[src/rtl/dmem_bus_arbiter_if.sv]
// Bus bundle between the two data-memory requesters, the arbiter and the memory.
// slave  : arbiter view (takes requests, drives grants and the memory strobes)
// master : environment view (requesters and memory model)
interface dmem_bus_arbiter_if #(
  parameter int unsigned ADDR_W = 64,
  parameter int unsigned DATA_W = 64
);
  logic              m0_req;
  logic              m0_we;
  logic [ADDR_W-1:0] m0_addr;
  logic [DATA_W-1:0] m0_wdata;
  logic              m0_gnt;
  logic [DATA_W-1:0] m0_rdata;

  logic              m1_req;
  logic              m1_we;
  logic [ADDR_W-1:0] m1_addr;
  logic [DATA_W-1:0] m1_wdata;
  logic              m1_gnt;
  logic [DATA_W-1:0] m1_rdata;

  logic [ADDR_W-1:0] mem_addr;
  logic [DATA_W-1:0] mem_wdata;
  logic              mem_re;
  logic              mem_we;
  logic [DATA_W-1:0] mem_rdata;

  logic              busy;

  modport slave (
    input  m0_req, m0_we, m0_addr, m0_wdata,
    output m0_gnt, m0_rdata,
    input  m1_req, m1_we, m1_addr, m1_wdata,
    output m1_gnt, m1_rdata,
    output mem_addr, mem_wdata, mem_re, mem_we,
    input  mem_rdata,
    output busy
  );

  modport master (
    output m0_req, m0_we, m0_addr, m0_wdata,
    input  m0_gnt, m0_rdata,
    output m1_req, m1_we, m1_addr, m1_wdata,
    input  m1_gnt, m1_rdata,
    input  mem_addr, mem_wdata, mem_re, mem_we,
    output mem_rdata,
    input  busy
  );
endinterface

[src/rtl/dmem_bus_arbiter.sv]
// Two-master round-robin arbiter and sequencer for the shared data-memory port.
// Master 0 is the CPU load/store path, master 1 a DMA/debug loader. Each request
// becomes one single-cycle memory strobe; after MEM_LATENCY cycles the read data
// is captured and the winner gets a one-cycle grant pulse.
// Optional build macro DMEM_ARB_PERF_EN adds grant and master-1 stall counters.
module dmem_bus_arbiter #(
  parameter int unsigned ADDR_W      = 64,
  parameter int unsigned DATA_W      = 64,
  parameter int unsigned MEM_LATENCY = 1
) (
  input  logic clk,
  input  logic rst,
  dmem_bus_arbiter_if.slave bus
`ifdef DMEM_ARB_PERF_EN
  ,
  output logic [31:0] m0_gnt_cnt,
  output logic [31:0] m1_gnt_cnt,
  output logic [31:0] m1_stall_cnt
`endif
);

  localparam int unsigned CNT_W = 4;
  localparam logic [CNT_W-1:0] LAT_LOAD = CNT_W'(MEM_LATENCY - 1);

  typedef enum logic [1:0] {
    S_IDLE   = 2'd0,
    S_ACCESS = 2'd1,
    S_WAIT   = 2'd2,
    S_DONE   = 2'd3
  } state_t;

  state_t            r_state,      w_state_nxt;
  logic              r_ptr,        w_ptr_nxt;      // master that wins a tie
  logic              r_sel,        w_sel_nxt;      // owner of the transaction in flight
  logic              r_txn_we,     w_txn_we_nxt;
  logic [CNT_W-1:0]  r_cnt,        w_cnt_nxt;
  logic [ADDR_W-1:0] r_mem_addr,   w_mem_addr_nxt;
  logic [DATA_W-1:0] r_mem_wdata,  w_mem_wdata_nxt;
  logic              r_mem_re,     w_mem_re_nxt;
  logic              r_mem_we,     w_mem_we_nxt;
  logic              r_m0_gnt,     w_m0_gnt_nxt;
  logic              r_m1_gnt,     w_m1_gnt_nxt;
  logic [DATA_W-1:0] r_m0_rdata,   w_m0_rdata_nxt;
  logic [DATA_W-1:0] r_m1_rdata,   w_m1_rdata_nxt;
  logic              r_busy,       w_busy_nxt;
  logic              w_win;

  // State register and all registered outputs
  always_ff @(posedge clk or negedge rst) begin
    if (!rst) begin
      r_state     <= S_IDLE;
      r_ptr       <= 1'b0;
      r_sel       <= 1'b0;
      r_txn_we    <= 1'b0;
      r_cnt       <= '0;
      r_mem_addr  <= '0;
      r_mem_wdata <= '0;
      r_mem_re    <= 1'b0;
      r_mem_we    <= 1'b0;
      r_m0_gnt    <= 1'b0;
      r_m1_gnt    <= 1'b0;
      r_m0_rdata  <= '0;
      r_m1_rdata  <= '0;
      r_busy      <= 1'b0;
    end else begin
      r_state     <= w_state_nxt;
      r_ptr       <= w_ptr_nxt;
      r_sel       <= w_sel_nxt;
      r_txn_we    <= w_txn_we_nxt;
      r_cnt       <= w_cnt_nxt;
      r_mem_addr  <= w_mem_addr_nxt;
      r_mem_wdata <= w_mem_wdata_nxt;
      r_mem_re    <= w_mem_re_nxt;
      r_mem_we    <= w_mem_we_nxt;
      r_m0_gnt    <= w_m0_gnt_nxt;
      r_m1_gnt    <= w_m1_gnt_nxt;
      r_m0_rdata  <= w_m0_rdata_nxt;
      r_m1_rdata  <= w_m1_rdata_nxt;
      r_busy      <= w_busy_nxt;
    end
  end

  // Next-state, arbitration and next-output logic
  always_comb begin
    w_state_nxt     = r_state;
    w_ptr_nxt       = r_ptr;
    w_sel_nxt       = r_sel;
    w_txn_we_nxt    = r_txn_we;
    w_cnt_nxt       = r_cnt;
    w_mem_addr_nxt  = r_mem_addr;
    w_mem_wdata_nxt = r_mem_wdata;
    w_mem_re_nxt    = 1'b0;
    w_mem_we_nxt    = 1'b0;
    w_m0_gnt_nxt    = 1'b0;
    w_m1_gnt_nxt    = 1'b0;
    w_m0_rdata_nxt  = r_m0_rdata;
    w_m1_rdata_nxt  = r_m1_rdata;
    w_win           = 1'b0;

    case (r_state)
      S_IDLE: begin
        if (bus.m0_req || bus.m1_req) begin
          // a lone requester wins outright; a tie goes to the pointer
          w_win     = (bus.m0_req && bus.m1_req) ? r_ptr : bus.m1_req;
          w_sel_nxt = w_win;
          w_ptr_nxt = ~w_win;
          if (w_win) begin
            w_mem_addr_nxt  = bus.m1_addr;
            w_mem_wdata_nxt = bus.m1_wdata;
            w_txn_we_nxt    = bus.m1_we;
          end else begin
            w_mem_addr_nxt  = bus.m0_addr;
            w_mem_wdata_nxt = bus.m0_wdata;
            w_txn_we_nxt    = bus.m0_we;
          end
          w_mem_re_nxt = ~w_txn_we_nxt;
          w_mem_we_nxt = w_txn_we_nxt;
          w_state_nxt  = S_ACCESS;
        end
      end

      S_ACCESS: begin
        w_cnt_nxt   = LAT_LOAD;
        w_state_nxt = S_WAIT;
      end

      S_WAIT: begin
        if (r_cnt == '0) begin
          // this edge closes the MEM_LATENCY-th cycle after the strobe
          if (!r_txn_we) begin
            if (r_sel) w_m1_rdata_nxt = bus.mem_rdata;
            else       w_m0_rdata_nxt = bus.mem_rdata;
          end
          w_m0_gnt_nxt = ~r_sel;
          w_m1_gnt_nxt = r_sel;
          w_state_nxt  = S_DONE;
        end else begin
          w_cnt_nxt = r_cnt - CNT_W'(1);
        end
      end

      S_DONE: begin
        w_state_nxt = S_IDLE;
      end

      default: begin
        w_state_nxt = S_IDLE;
      end
    endcase

    w_busy_nxt = (w_state_nxt != S_IDLE);
  end

  assign bus.mem_addr  = r_mem_addr;
  assign bus.mem_wdata = r_mem_wdata;
  assign bus.mem_re    = r_mem_re;
  assign bus.mem_we    = r_mem_we;
  assign bus.m0_gnt    = r_m0_gnt;
  assign bus.m1_gnt    = r_m1_gnt;
  assign bus.m0_rdata  = r_m0_rdata;
  assign bus.m1_rdata  = r_m1_rdata;
  assign bus.busy      = r_busy;

`ifdef DMEM_ARB_PERF_EN
  logic [31:0] r_m0_gnt_cnt;
  logic [31:0] r_m1_gnt_cnt;
  logic [31:0] r_m1_stall_cnt;

  // Grant counters and master-1 stall counter, all free-running with wrap
  always_ff @(posedge clk or negedge rst) begin
    if (!rst) begin
      r_m0_gnt_cnt   <= '0;
      r_m1_gnt_cnt   <= '0;
      r_m1_stall_cnt <= '0;
    end else begin
      if (r_m0_gnt) r_m0_gnt_cnt <= r_m0_gnt_cnt + 32'd1;
      if (r_m1_gnt) r_m1_gnt_cnt <= r_m1_gnt_cnt + 32'd1;
      if (bus.m1_req && !r_m1_gnt) r_m1_stall_cnt <= r_m1_stall_cnt + 32'd1;
    end
  end

  assign m0_gnt_cnt   = r_m0_gnt_cnt;
  assign m1_gnt_cnt   = r_m1_gnt_cnt;
  assign m1_stall_cnt = r_m1_stall_cnt;
`endif

  // Configuration and bus-protocol invariants
  a_latency_range: assert property (@(posedge clk) disable iff (!rst)
    (MEM_LATENCY >= 1) && (MEM_LATENCY <= 15))
    else $error("dmem_bus_arbiter: MEM_LATENCY=%0d outside 1..15", MEM_LATENCY);

  a_one_strobe: assert property (@(posedge clk) disable iff (!rst)
    !(r_mem_re && r_mem_we))
    else $error("dmem_bus_arbiter: mem_re and mem_we both high");

  a_one_gnt: assert property (@(posedge clk) disable iff (!rst)
    !(r_m0_gnt && r_m1_gnt))
    else $error("dmem_bus_arbiter: both grants high");

endmodule
[src/flat_wrapper.sv]
// flat-port wrapper written by rule: the top's interface ports become plain ports
module dmem_bus_arbiter_flat 
#(
  parameter int unsigned ADDR_W      = 64,
  parameter int unsigned DATA_W      = 64,
  parameter int unsigned MEM_LATENCY = 1
)
  (clk, rst, bus_m0_req, bus_m0_we, bus_m0_addr, bus_m0_wdata, bus_m0_gnt, bus_m0_rdata, bus_m1_req, bus_m1_we, bus_m1_addr, bus_m1_wdata, bus_m1_gnt, bus_m1_rdata, bus_mem_addr, bus_mem_wdata, bus_mem_re, bus_mem_we, bus_mem_rdata, bus_busy);
  dmem_bus_arbiter_if #(.ADDR_W(ADDR_W), .DATA_W(DATA_W)) bus_i ();
  input  logic clk;
  input  logic rst;
  input wire logic [$bits(bus_i.m0_req)-1:0] bus_m0_req;
  input wire logic [$bits(bus_i.m0_we)-1:0] bus_m0_we;
  input wire logic [$bits(bus_i.m0_addr)-1:0] bus_m0_addr;
  input wire logic [$bits(bus_i.m0_wdata)-1:0] bus_m0_wdata;
  output wire logic [$bits(bus_i.m0_gnt)-1:0] bus_m0_gnt;
  output wire logic [$bits(bus_i.m0_rdata)-1:0] bus_m0_rdata;
  input wire logic [$bits(bus_i.m1_req)-1:0] bus_m1_req;
  input wire logic [$bits(bus_i.m1_we)-1:0] bus_m1_we;
  input wire logic [$bits(bus_i.m1_addr)-1:0] bus_m1_addr;
  input wire logic [$bits(bus_i.m1_wdata)-1:0] bus_m1_wdata;
  output wire logic [$bits(bus_i.m1_gnt)-1:0] bus_m1_gnt;
  output wire logic [$bits(bus_i.m1_rdata)-1:0] bus_m1_rdata;
  output wire logic [$bits(bus_i.mem_addr)-1:0] bus_mem_addr;
  output wire logic [$bits(bus_i.mem_wdata)-1:0] bus_mem_wdata;
  output wire logic [$bits(bus_i.mem_re)-1:0] bus_mem_re;
  output wire logic [$bits(bus_i.mem_we)-1:0] bus_mem_we;
  input wire logic [$bits(bus_i.mem_rdata)-1:0] bus_mem_rdata;
  output wire logic [$bits(bus_i.busy)-1:0] bus_busy;
  assign bus_i.m0_req = bus_m0_req;
  assign bus_i.m0_we = bus_m0_we;
  assign bus_i.m0_addr = bus_m0_addr;
  assign bus_i.m0_wdata = bus_m0_wdata;
  assign bus_m0_gnt = bus_i.m0_gnt;
  assign bus_m0_rdata = bus_i.m0_rdata;
  assign bus_i.m1_req = bus_m1_req;
  assign bus_i.m1_we = bus_m1_we;
  assign bus_i.m1_addr = bus_m1_addr;
  assign bus_i.m1_wdata = bus_m1_wdata;
  assign bus_m1_gnt = bus_i.m1_gnt;
  assign bus_m1_rdata = bus_i.m1_rdata;
  assign bus_mem_addr = bus_i.mem_addr;
  assign bus_mem_wdata = bus_i.mem_wdata;
  assign bus_mem_re = bus_i.mem_re;
  assign bus_mem_we = bus_i.mem_we;
  assign bus_i.mem_rdata = bus_mem_rdata;
  assign bus_busy = bus_i.busy;
  dmem_bus_arbiter #(.ADDR_W(ADDR_W), .DATA_W(DATA_W), .MEM_LATENCY(MEM_LATENCY)) u_core (.clk(clk), .rst(rst), .bus(bus_i));
endmodule
[config.mk]
export PLATFORM = sky130hd
export DESIGN_NAME = dmem_bus_arbiter_flat
export DESIGN_NICKNAME = d
export VERILOG_FILES = /design/src/rtl/dmem_bus_arbiter_if.sv /design/src/rtl/dmem_bus_arbiter.sv /design/src/flat_wrapper.sv
export SDC_FILE = /design/constraint.sdc
export NUM_CORES = 1
export LEC_CHECK = 0
export CAP_MARGIN = 20
export CORE_AREA = 2 2 227 229
export DETAILED_ROUTE_END_ITERATION = 12
export DIE_AREA = 0 0 229 231
export GPL_ROUTABILITY_DRIVEN = 0
export SLEW_MARGIN = 20
export SYNTH_ARGS = -nofsm -noshare
export SYNTH_HDL_FRONTEND = slang
export SYNTH_SLANG_ARGS = --single-unit
[constraint.sdc]
create_clock -name clk -period 2.2 [get_ports clk]
set_input_delay 0.44 -clock clk [delete_from_list [all_inputs] [get_ports clk]]
set_output_delay 0.44 -clock clk [all_outputs]
set_load 0.02 [all_outputs]
# After elaboration in Yosys (flattened, before gate mapping)
# Cells that the tools add are included.
# word_totals
n_memories	0
output_inout_bits	261
latch_bits	0
ramBits	0
romBits	0
in_bits	326
wordCells	52
ff_bits	270
# classes
n_div	0
n_reduce_logical	10
mul	0
n_mux	19
order_cmp	0
shift	0
addsub	1
n_eq_ne	4
bitwise	4
# op_table
cell	count
64-bit two-way mux	2
1-bit two-way mux	12
2-bit one-hot mux with 4 select lines	1
4-bit one-hot mux with 2 select lines	1
4-bit AND reduction	2
2-bit equality test (second input constant)	2
4-bit zero test	1
2-bit two-way mux	2
4-bit two-way mux	1
1-bit NOT	4
2-bit AND reduction	2
2-bit nonzero test	2
4-bit by 1-bit subtractor with 4-bit output (second input constant)	1
2-bit by 1-bit equality test with 1-bit output (second input constant)	1
2-bit zero test	1
2-bit inequality test (second input constant)	1
1-bit logical AND	1
1-bit logical OR	1

# Longest topological paths before layout
# Gate-level depths: netlist (run 1).
# depth
word_depth	8
depth_mapped	7
depth_no_buf	5

# Worst setup path after synthesis (run 1)
# No wires, ideal clock.
# synth_path
path_type	flip-flop to flip-flop
from	reg u_core.r_cnt[0]
to	reg u_core.r_m1_rdata[10] (netlist: u_core.bus.m1_rdata[10])
path_stages_with_launch	8
setup_ns	0.125
path_buffers	2
t_arrival_ns	1.718
path_slack_ns	0.356
path_cell_list	dfrtp_1 -> inv_1 -> ha_1 -> nor3b_4 -> nand4b_2 -> buf_6 -> buf_12 -> mux2_4
# synth_via
elab_chain_len	2
# synth_lines
element	line	text
start: declaration	dmem_bus_arbiter.sv:36	logic [CNT_W-1:0] r_cnt, w_cnt_nxt;
start signal: assignment	dmem_bus_arbiter.sv:70	r_cnt <= w_cnt_nxt;
4-bit zero test	dmem_bus_arbiter.sv:128	if (r_cnt == '0) begin
4-bit AND reduction (no line)	-	
end signal: assignment	dmem_bus_arbiter.sv:78	r_m1_rdata <= w_m1_rdata_nxt;
end: declaration	dmem_bus_arbiter.sv:44	logic [DATA_W-1:0] r_m1_rdata, w_m1_rdata_nxt;
# No other way between the ends.
# A chain may end at the register's enable or synchronous reset.

# Worst setup path after layout (run 1)
# layout_path
from	reg u_core.r_mem_addr[63] (netlist: u_core.bus.mem_addr[63])
to	out bus_mem_addr[63]
# layout_lines
element	line	text
start: declaration	dmem_bus_arbiter.sv:37	logic [ADDR_W-1:0] r_mem_addr, w_mem_addr_nxt;
start signal: assignment	dmem_bus_arbiter.sv:71	r_mem_addr <= w_mem_addr_nxt;
end: declaration	flat_wrapper.sv:24	output wire logic [$bits(bus_i.mem_addr)-1:0] bus_mem_addr;
# No word-level cell between the ends.

==> out/qor_table.md, run 1 <==
| Group | Metric | Value |
|---|---|---|
| setup path | Setup slack of the worst register-to-register path | 170 ps |
| sta | Final Skew | 12.3 ps |
| logic synthesis | Number of distinct library cells after synthesis | 37 |
| logic synthesis | Area share of the leading cell type in the synthesized netlist | 0.601 |
| global route | Via count of the first global-routing pass | 9510 |
| placement | Dpl hpwl | 30100 um |
| finish | Area overhead of the layout relative to synthesis | 69.5% |
| floorplanning | Total number of placement rows | 83 |
| run | Count of maximum capacitance violations | 0 |
| setup path | Element type at the critical path start | flip-flop |
| setup path | Critical R2R Capture | u_core.bus.m0_rdata[52] |
| cts | Total clock sinks | 270 |
| placement | Placed inst area | 18000 um2 |
| setup path | Buf/Inv on CP | 1 |
| global route | Gr usage total | 0.145 |
| floorplanning | Placeable core region | 50700 um2 |
| cts | Number of buffers created by CTS | 31 |
| setup path | Setup Crit Path Kind | flip-flop to primary output |
| floorplanning | Die Outline Area | 52900 um2 |
| cts | Max clock buf depth | 3 |
| setup path | Library cell contributing the largest single delay on the critical path | sky130_fd_sc_hd__clkdlybuf4s50_1 |
| power and ir drop | Leakage Power | 8.06 nW |
| cts | Clock insertion delay at the later pin of the skew report | 580 ps |
| sta | Max frequency | 470 MHz |
| cts | Clock transition time at the flip-flop clock pins of the worst setup and hold paths | 60 ps |
| sta | Worst hold slack | 362 ps |
| setup path | Kind of end point of the critical path | primary output |
| global route | GRT Residual Overflow | 0 |
| setup path | Cell family with the largest share of critical-path delay | buffers and inverters |
| finish | Finished layout cell area | 19100 um2 |
| floorplanning | Initial core utilization | 0.222 |
| logic synthesis | Flops & latches, synth | 270 |
| detailed routing | Detailed-route wire length per cell | 19.3 um |
| global route | Number of antenna violations at the first check in global routing | 2 |
| cts | CTS HTree Levels | 1 |
| logic synthesis | Syn avg cell area | 14.8 um2 |
| floorplanning | Boundary Pins | 587 |
| logic synthesis | Count of yosys warnings during synthesis | 0 |
| setup path | Data arrival time of the critical path | 1690 ps |
| detailed routing | Ratio of routed vias to standard cells | 4.33 |
| setup path | Max FO, Critical Path | 2 |
| finish | Nets | 1685 |
| detailed routing | Total via count in the routed design | 8924 |
| sta | Time the final worst path needs with I/O delays and setup | 2130 ps |
| finish | Share of layout cells above drive strength 1 | 0.154 |
| setup path | Crit path cell chain | clkdlybuf4s50_1 |
| detailed routing | Remaining antenna violation count | 0 |
| setup path | CP required | 1760 ps |
| global route | Global-route wire length before repair | 59600 um |
| setup path | Count of cells along the worst register-to-register path | 7 |
| sta | Fin crit share | 0.966 |
| logic synthesis | Mapped Nets | 1092 |
| logic synthesis | Ranking of synthesized cells by area | sky130_fd_sc_hd__dfrtp_1 (60%), sky130_fd_sc_hd__a221o_1 (11%), sky130_fd_sc_hd__mux2_4 (8.0%) |
| logic synthesis | Post-synth top cells | sky130_fd_sc_hd__dfrtp_1 (270), sky130_fd_sc_hd__a221o_1 (128), sky130_fd_sc_hd__and2_1 (128) |
| detailed routing | 1st-iter DRT viols | 389 |
| outcome | Outcome | finished clean |
| logic synthesis | Largest area contributor in the netlist | sky130_fd_sc_hd__dfrtp_1 |
| cts | CTS tree | done |
| power and ir drop | Maximum vdd ir drop | 0.674 mV |
| setup path | Worst path max stage delay | 780 ps |
| power and ir drop | Power Density | 1500 nW/um2 |
| logic synthesis | Netlist Area Pre-Place | 11200 um2 |
| floorplanning | Die Span X | 229 um |
| detailed routing | Detailed Routing Iterations Pass 1 | 4 |
| cts | Root cell of the clock tree | sky130_fd_sc_hd__clkbuf_16 |
| sta | Number of failing setup endpoints in the final timing report | 0 |
| sta | Max-slew violations | 0 |
| sta | Setup repair after global routing missed its margin | no |
| logic synthesis | Top-count cell post-synth | sky130_fd_sc_hd__dfrtp_1 |
| logic synthesis | Main synth FF type | sky130_fd_sc_hd__dfrtp_1 |
| hold path | Class of the tightest hold or removal check | input port to async pin |
| logic synthesis | Share of synthesized area occupied by flip-flops and latches | 0.601 |
| sta | Setup_tns | 0 ps |
| logic synthesis | Ys async rst share | 1.00 |
| detailed routing | Post-detailed-routing wire length | 39700 um |
| setup path | R2R Path Start | u_core.r_cnt[1] |
| sta | Hold Vio Cnt, Final | 0 |
| logic synthesis | Number of flops mapped to enable cells by yosys | 0 |
| floorplanning | Vertical extent of the die | 231 um |
| logic synthesis | Mapped Cells | 761 |
| sta | Worst rel slew slack | 0.682 |
| placement | Buffers on Ports | 586 |
| detailed routing | Remaining DRCs | 0 |
| global route | Maximum number of pins on one net before global-route repair | 84 |
| sta | Actual slew at the worst max-slew pin | 476 ps |
[cells in the final DEF (no fill, tap or decap), drive strengths merged, types with 2 or more instances in the layout]
cell type,synthesis,routed
a21boi,2,2
a21o,2,2
a21oi,2,2
a221o,128,128
and2,128,128
and3,2,2
buf,21,31
bufinv,0,2
clkbuf,35,45
clkdlybuf4s50,0,581
clkinv,0,7
clkinvlp,0,2
dfrtp,270,270
dlygate4sd2,0,2
ha,5,5
inv,5,6
mux2,128,128
nand2,4,4
nand3,2,2
nor2,5,5
nor2b,2,2
o21a,2,2
o21ai,6,6
[power by group]
part | switching, mW | internal, mW | leakage, nW
clock | 2.11 | 3.04 | 0.501
combinational | 6.83 | 7.86 | 4.30
sequential | 1.31 | 7.42 | 3.26
[how the worst max path moves through the flow]
stage,endpoint,depth (start not counted),from
after floorplan,u_core.bus.m1_rdata[10],7,u_core.r_cnt[0]
after global placement,u_core.bus.mem_addr[3],5,bus_m1_req
after detailed placement,u_core.bus.mem_addr[9],5,bus_m1_req
after CTS,bus_mem_wdata[29],1,u_core.bus.mem_wdata[29]
after global routing,bus_mem_addr[63],1,u_core.bus.mem_addr[63]
final,bus_mem_addr[63],1,u_core.bus.mem_addr[63]
[flip-flops by register name, indices dropped and copies added, names as in the netlist]
signal,flops
u_core.r_sel,1
u_core.bus.busy,1
u_core.bus.mem_re,1
u_core.bus.m0_rdata,64
u_core.r_state,2
u_core.bus.mem_addr,64
u_core.r_cnt,4
u_core.bus.m1_rdata,64
u_core.bus.mem_wdata,64
u_core.bus.m0_gnt,1
u_core.bus.m1_gnt,1
u_core.r_ptr,1
u_core.bus.mem_we,1
u_core.r_txn_we,1
[stage by stage]
stage / power [mW] / setup WS [ps] / std cells / util
global route: 30.1 / 19.3 / 2058 / 0.376
global placement: 23.4 / 107 / 1998 / 0.355
floorplan: 16.4 / 356 / 761 / -
CTS: 28.9 / 8.45 / 2056 / 0.375
finish: 28.6 / 74.4 / 2059 / 0.376
detailed placement: 23.6 / 73.7 / 1998 / 0.355
[layout make-up]
cell class,instances,area (um2)
clock inverter,12,134
clock buffer,45,888
inverter,5,18.8
antenna,1,2.50
sequential,270,6760
timing repair buffer,616,6270
tap,680,851
multi-input combinational,430,4130
fill,4982,31600
[kinds of logic after synthesis]
logic type                 after synthesis  synth area share
AOI/OAI and AO/OA                      147             0.125
adders and majority gates                5           0.00557
buffers and inverters                   61            0.0345
DFF                                    270             0.601
muxes                                  128             0.148
and+or+nand+nor                        150            0.0849
[layer usage]
layer	vias to the layer above	routed length, um	global-route usage
li1	4025	-	-
met1	4413	15800	0.174
met2	431	18600	0.239
met3	51	4060	0.0545
met4	4	1170	0.0448
met5	-	27	0
[repair_timing]
action | 4_1_cts | 5_1_grt
buffers inserted | 0 | 2
hold buffers | 1 | 0
endpoints found under the hold margin | 29 | 0
gates cloned | 0 | 0
pin swaps | 0 | 1
setup endpoints to repair | 2 | 17
gates resized for setup | 2 | 1
Power figures use the tool's default switching activity.
==> run 2, diff against run 1 <==
- CORE_AREA: 2 2 227 229 -> 2 2 229 231
- DIE_AREA: 0 0 229 231 -> 0 0 231 233
==> run 2 against run 1 <==
Wire length up 7.5%. Clock-buffer cell count down 2. Combinational power about the same. Setup slack better by 1.4 ps. Total power up 0.67%. Clock skew up 3.7 ps. Design area down 0.24%. Via count up 0.12%. Core utilization down 0.39 points. Die area up 1.7%. Maximum frequency about the same. Non-clock buffer count up 2. Critical endpoint unchanged.
==> out/qor_table.md, run 2 (synthesis gave the netlist of run 1 again) <==
| Group | Metric | Value |
|---|---|---|
| outcome | Outcome | finished clean |
| cts | Total clock sinks | 270 |
| detailed routing | Detailed-route wire length per cell | 20.7 um |
| setup path | Kind of end point of the critical path | primary output |
| power and ir drop | Share of total power in the clock network | 0.175 |
| power and ir drop | Portion of total power attributed to combinational logic | 0.518 |
| setup path | Worst path max stage delay | 670 ps |
| finish | Commonest cells after routing, fill and taps aside | sky130_fd_sc_hd__clkdlybuf4s50_1 (579), sky130_fd_sc_hd__dfrtp_1 (270), sky130_fd_sc_hd__and2_1 (128), sky130_fd_sc_hd__a221o_1 (128), sky130_fd_sc_hd__mux2_2 (63) |
| placement | Total instance count after detailed placement | 2000 |
| floorplanning | Boundary Pins | 587 |
| floorplanning | Initial core utilization | 0.220 |
| cts | Clock transition time at the flip-flop clock pins of the worst setup and hold paths | 60 ps |
| setup path | Crit path cell chain | clkdlybuf4s50_1 |
| sta | Actual slew at the worst max-slew pin | 607 ps |
| floorplanning | Vertical extent of the die | 233 um |
| floorplanning | Die Span X | 231 um |
| floorplanning | Placeable core region | 51100 um2 |
| power and ir drop | Leakage Power | 8.04 nW |
| power and ir drop | Internal power component | 18.2 mW |
| detailed routing | Total via count in the routed design | 8935 |
| sta | Time the final worst path needs with I/O delays and setup | 2120 ps |
| power and ir drop | Maximum vdd ir drop | 0.595 mV |
| run | Count of maximum capacitance violations | 0 |
| sta | Worst rel slew slack | 0.595 |
| global route | Gr usage total | 0.152 |
| sta | Hold Vio Cnt, Final | 0 |
| sta | Max-slew violations | 0 |
| finish | Final instance count without filler cells | 2058 |
| finish | Nets | 1686 |
| detailed routing | Post-detailed-routing wire length | 42700 um |
| sta | Setup repair after global routing missed its margin | no |
| cts | CTS tree | done |
| sta | Fin crit share | 0.966 |
| detailed routing | Detailed Routing Iterations Pass 1 | 7 |
| sta | Max frequency | 471 MHz |
| setup path | Max FO, Critical Path | 2 |
| global route | Via count of the first global-routing pass | 9405 |
| power and ir drop | Net switching component of the power | 10.5 mW |
| finish | Share of layout cells above drive strength 1 | 0.154 |
| cts | Max clock buf depth | 3 |
| power and ir drop | Share of total power in sequential cells | 0.307 |
| detailed routing | Remaining DRCs | 0 |
| floorplanning | Die Outline Area | 53800 um2 |
| sta | Worst hold slack | 383 ps |
| placement | Buffers on Ports | 586 |
| setup path | Library cell contributing the largest single delay on the critical path | sky130_fd_sc_hd__clkdlybuf4s50_1 |
| finish | Most common cell after layout, fill and taps aside | sky130_fd_sc_hd__clkdlybuf4s50_1 |
| global route | Global-route wire length before repair | 61900 um |
| setup path | Buf/Inv on CP | 1 |
| sta | Post-route worst setup slack | 75.7 ps |
| global route | GRT Residual Overflow | 0 |
| finish | Area overhead of the layout relative to synthesis | 69.1% |
| global route | Number of antenna violations at the first check in global routing | 5 |
| cts | Root cell of the clock tree | sky130_fd_sc_hd__clkbuf_16 |
| setup path | Cell family with the largest share of critical-path delay | buffers and inverters |
| setup path | Setup Crit Path Kind | flip-flop to primary output |
| cts | Number of buffers created by CTS | 30 |
| detailed routing | 1st-iter DRT viols | 410 |
| hold path | Class of the tightest hold or removal check | input port to async pin |
| placement | Pre-CTS setup slack | 3.10 ps |
| placement | Dpl hpwl | 33300 um |
| cts | Clock insertion delay at the later pin of the skew report | 570 ps |
| floorplanning | Total number of placement rows | 83 |
| sta | Final Skew | 16.0 ps |
| power and ir drop | Power Density | 1510 nW/um2 |
| setup path | CP required | 1760 ps |
| detailed routing | Ratio of routed vias to standard cells | 4.34 |
| detailed routing | Remaining antenna violation count | 0 |
| sta | Number of failing setup endpoints in the final timing report | 0 |
| setup path | Data arrival time of the critical path | 1680 ps |
| setup path | Element type at the critical path start | flip-flop |
| sta | Setup_tns | 0 ps |
| cts | CTS HTree Levels | 1 |
| global route | Maximum number of pins on one net before global-route repair | 115 |
| power and ir drop | Proportion of total power due to net switching | 0.366 |
run 2: worst reg2reg max path: stages (launching register included):
cell and delay, ps:
sky130_fd_sc_hd__dfrtp_1 400, sky130_fd_sc_hd__inv_1 90, sky130_fd_sc_hd__ha_1 320, sky130_fd_sc_hd__nand2_1 140
sky130_fd_sc_hd__a21oi_4 160, sky130_fd_sc_hd__buf_12 370, sky130_fd_sc_hd__a221o_1 440
run 2: power by group through the flow:
| stage | registers, mW | logic, mW | clock network, mW |
|---|---|---|---|
| floorplan | 11.5 | 4.85 | 0 |
| global placement | 8.83 | 15.0 | 0 |
| detailed placement | 8.89 | 15.1 | 0 |
| CTS | 8.86 | 15.1 | 5.19 |
| global route | 9.10 | 15.8 | 5.42 |
| finish | 8.82 | 14.9 | 5.04 |
run 2: path summary, 6_finish.rpt:
check	cells after the start	slack, ps	from	endpoint
worst max-delay path	1	80	u_core.bus.mem_addr[63]	bus_mem_addr[63]
worst min-delay path	2	380	rst	u_core.bus.m1_rdata[20]
worst max register to register	6	200	u_core.r_state[0]	u_core.bus.mem_wdata[54]
worst min register to register	1	500	u_core.bus.m0_rdata[13]	u_core.bus.m0_rdata[13]
max in group asynchronous	3	1090	rst	u_core.bus.mem_wdata[33]
min in group clk	2	470	bus_m0_wdata[24]	u_core.bus.mem_wdata[24]
run 2: timing repair:
action,4_1_cts,5_1_grt
hold buffers,1,0
gates resized for setup,6,1
hold endpoints to repair,39,0
setup buffers,0,2
endpoints found under the setup margin,6,29
run 2: layout make-up:
cell class,count,area [um2]
Multi-Input combinational cell,430,4130
Timing Repair Buffer,618,6260
Antenna cell,1,2.50
Tap cell,680,851
Sequential cell,270,6760
Fill cell,5008,32100
Inverter,5,18.8
Clock inverter,11,119
Clock buffer,43,870
run 2: through the flow:
stage	power, mW	cell area (um2)	utilization
finish	28.8	19000	0.372
global route	30.3	19000	0.372
CTS	29.2	19000	0.372
detailed placement	24.0	18000	0.352
global placement	23.8	18000	0.352
floorplan	16.4	11200	-
run 2: routing by layer:
metal  vias up  share of wire  track usage  wire length, um
met5         -        0.00063            0               27
met4         4          0.025       0.0470             1070
met3        56           0.10       0.0545             4330
met2       439           0.49        0.264            20900
met1      4398           0.38        0.174            16400
li1       4038              -            -                -
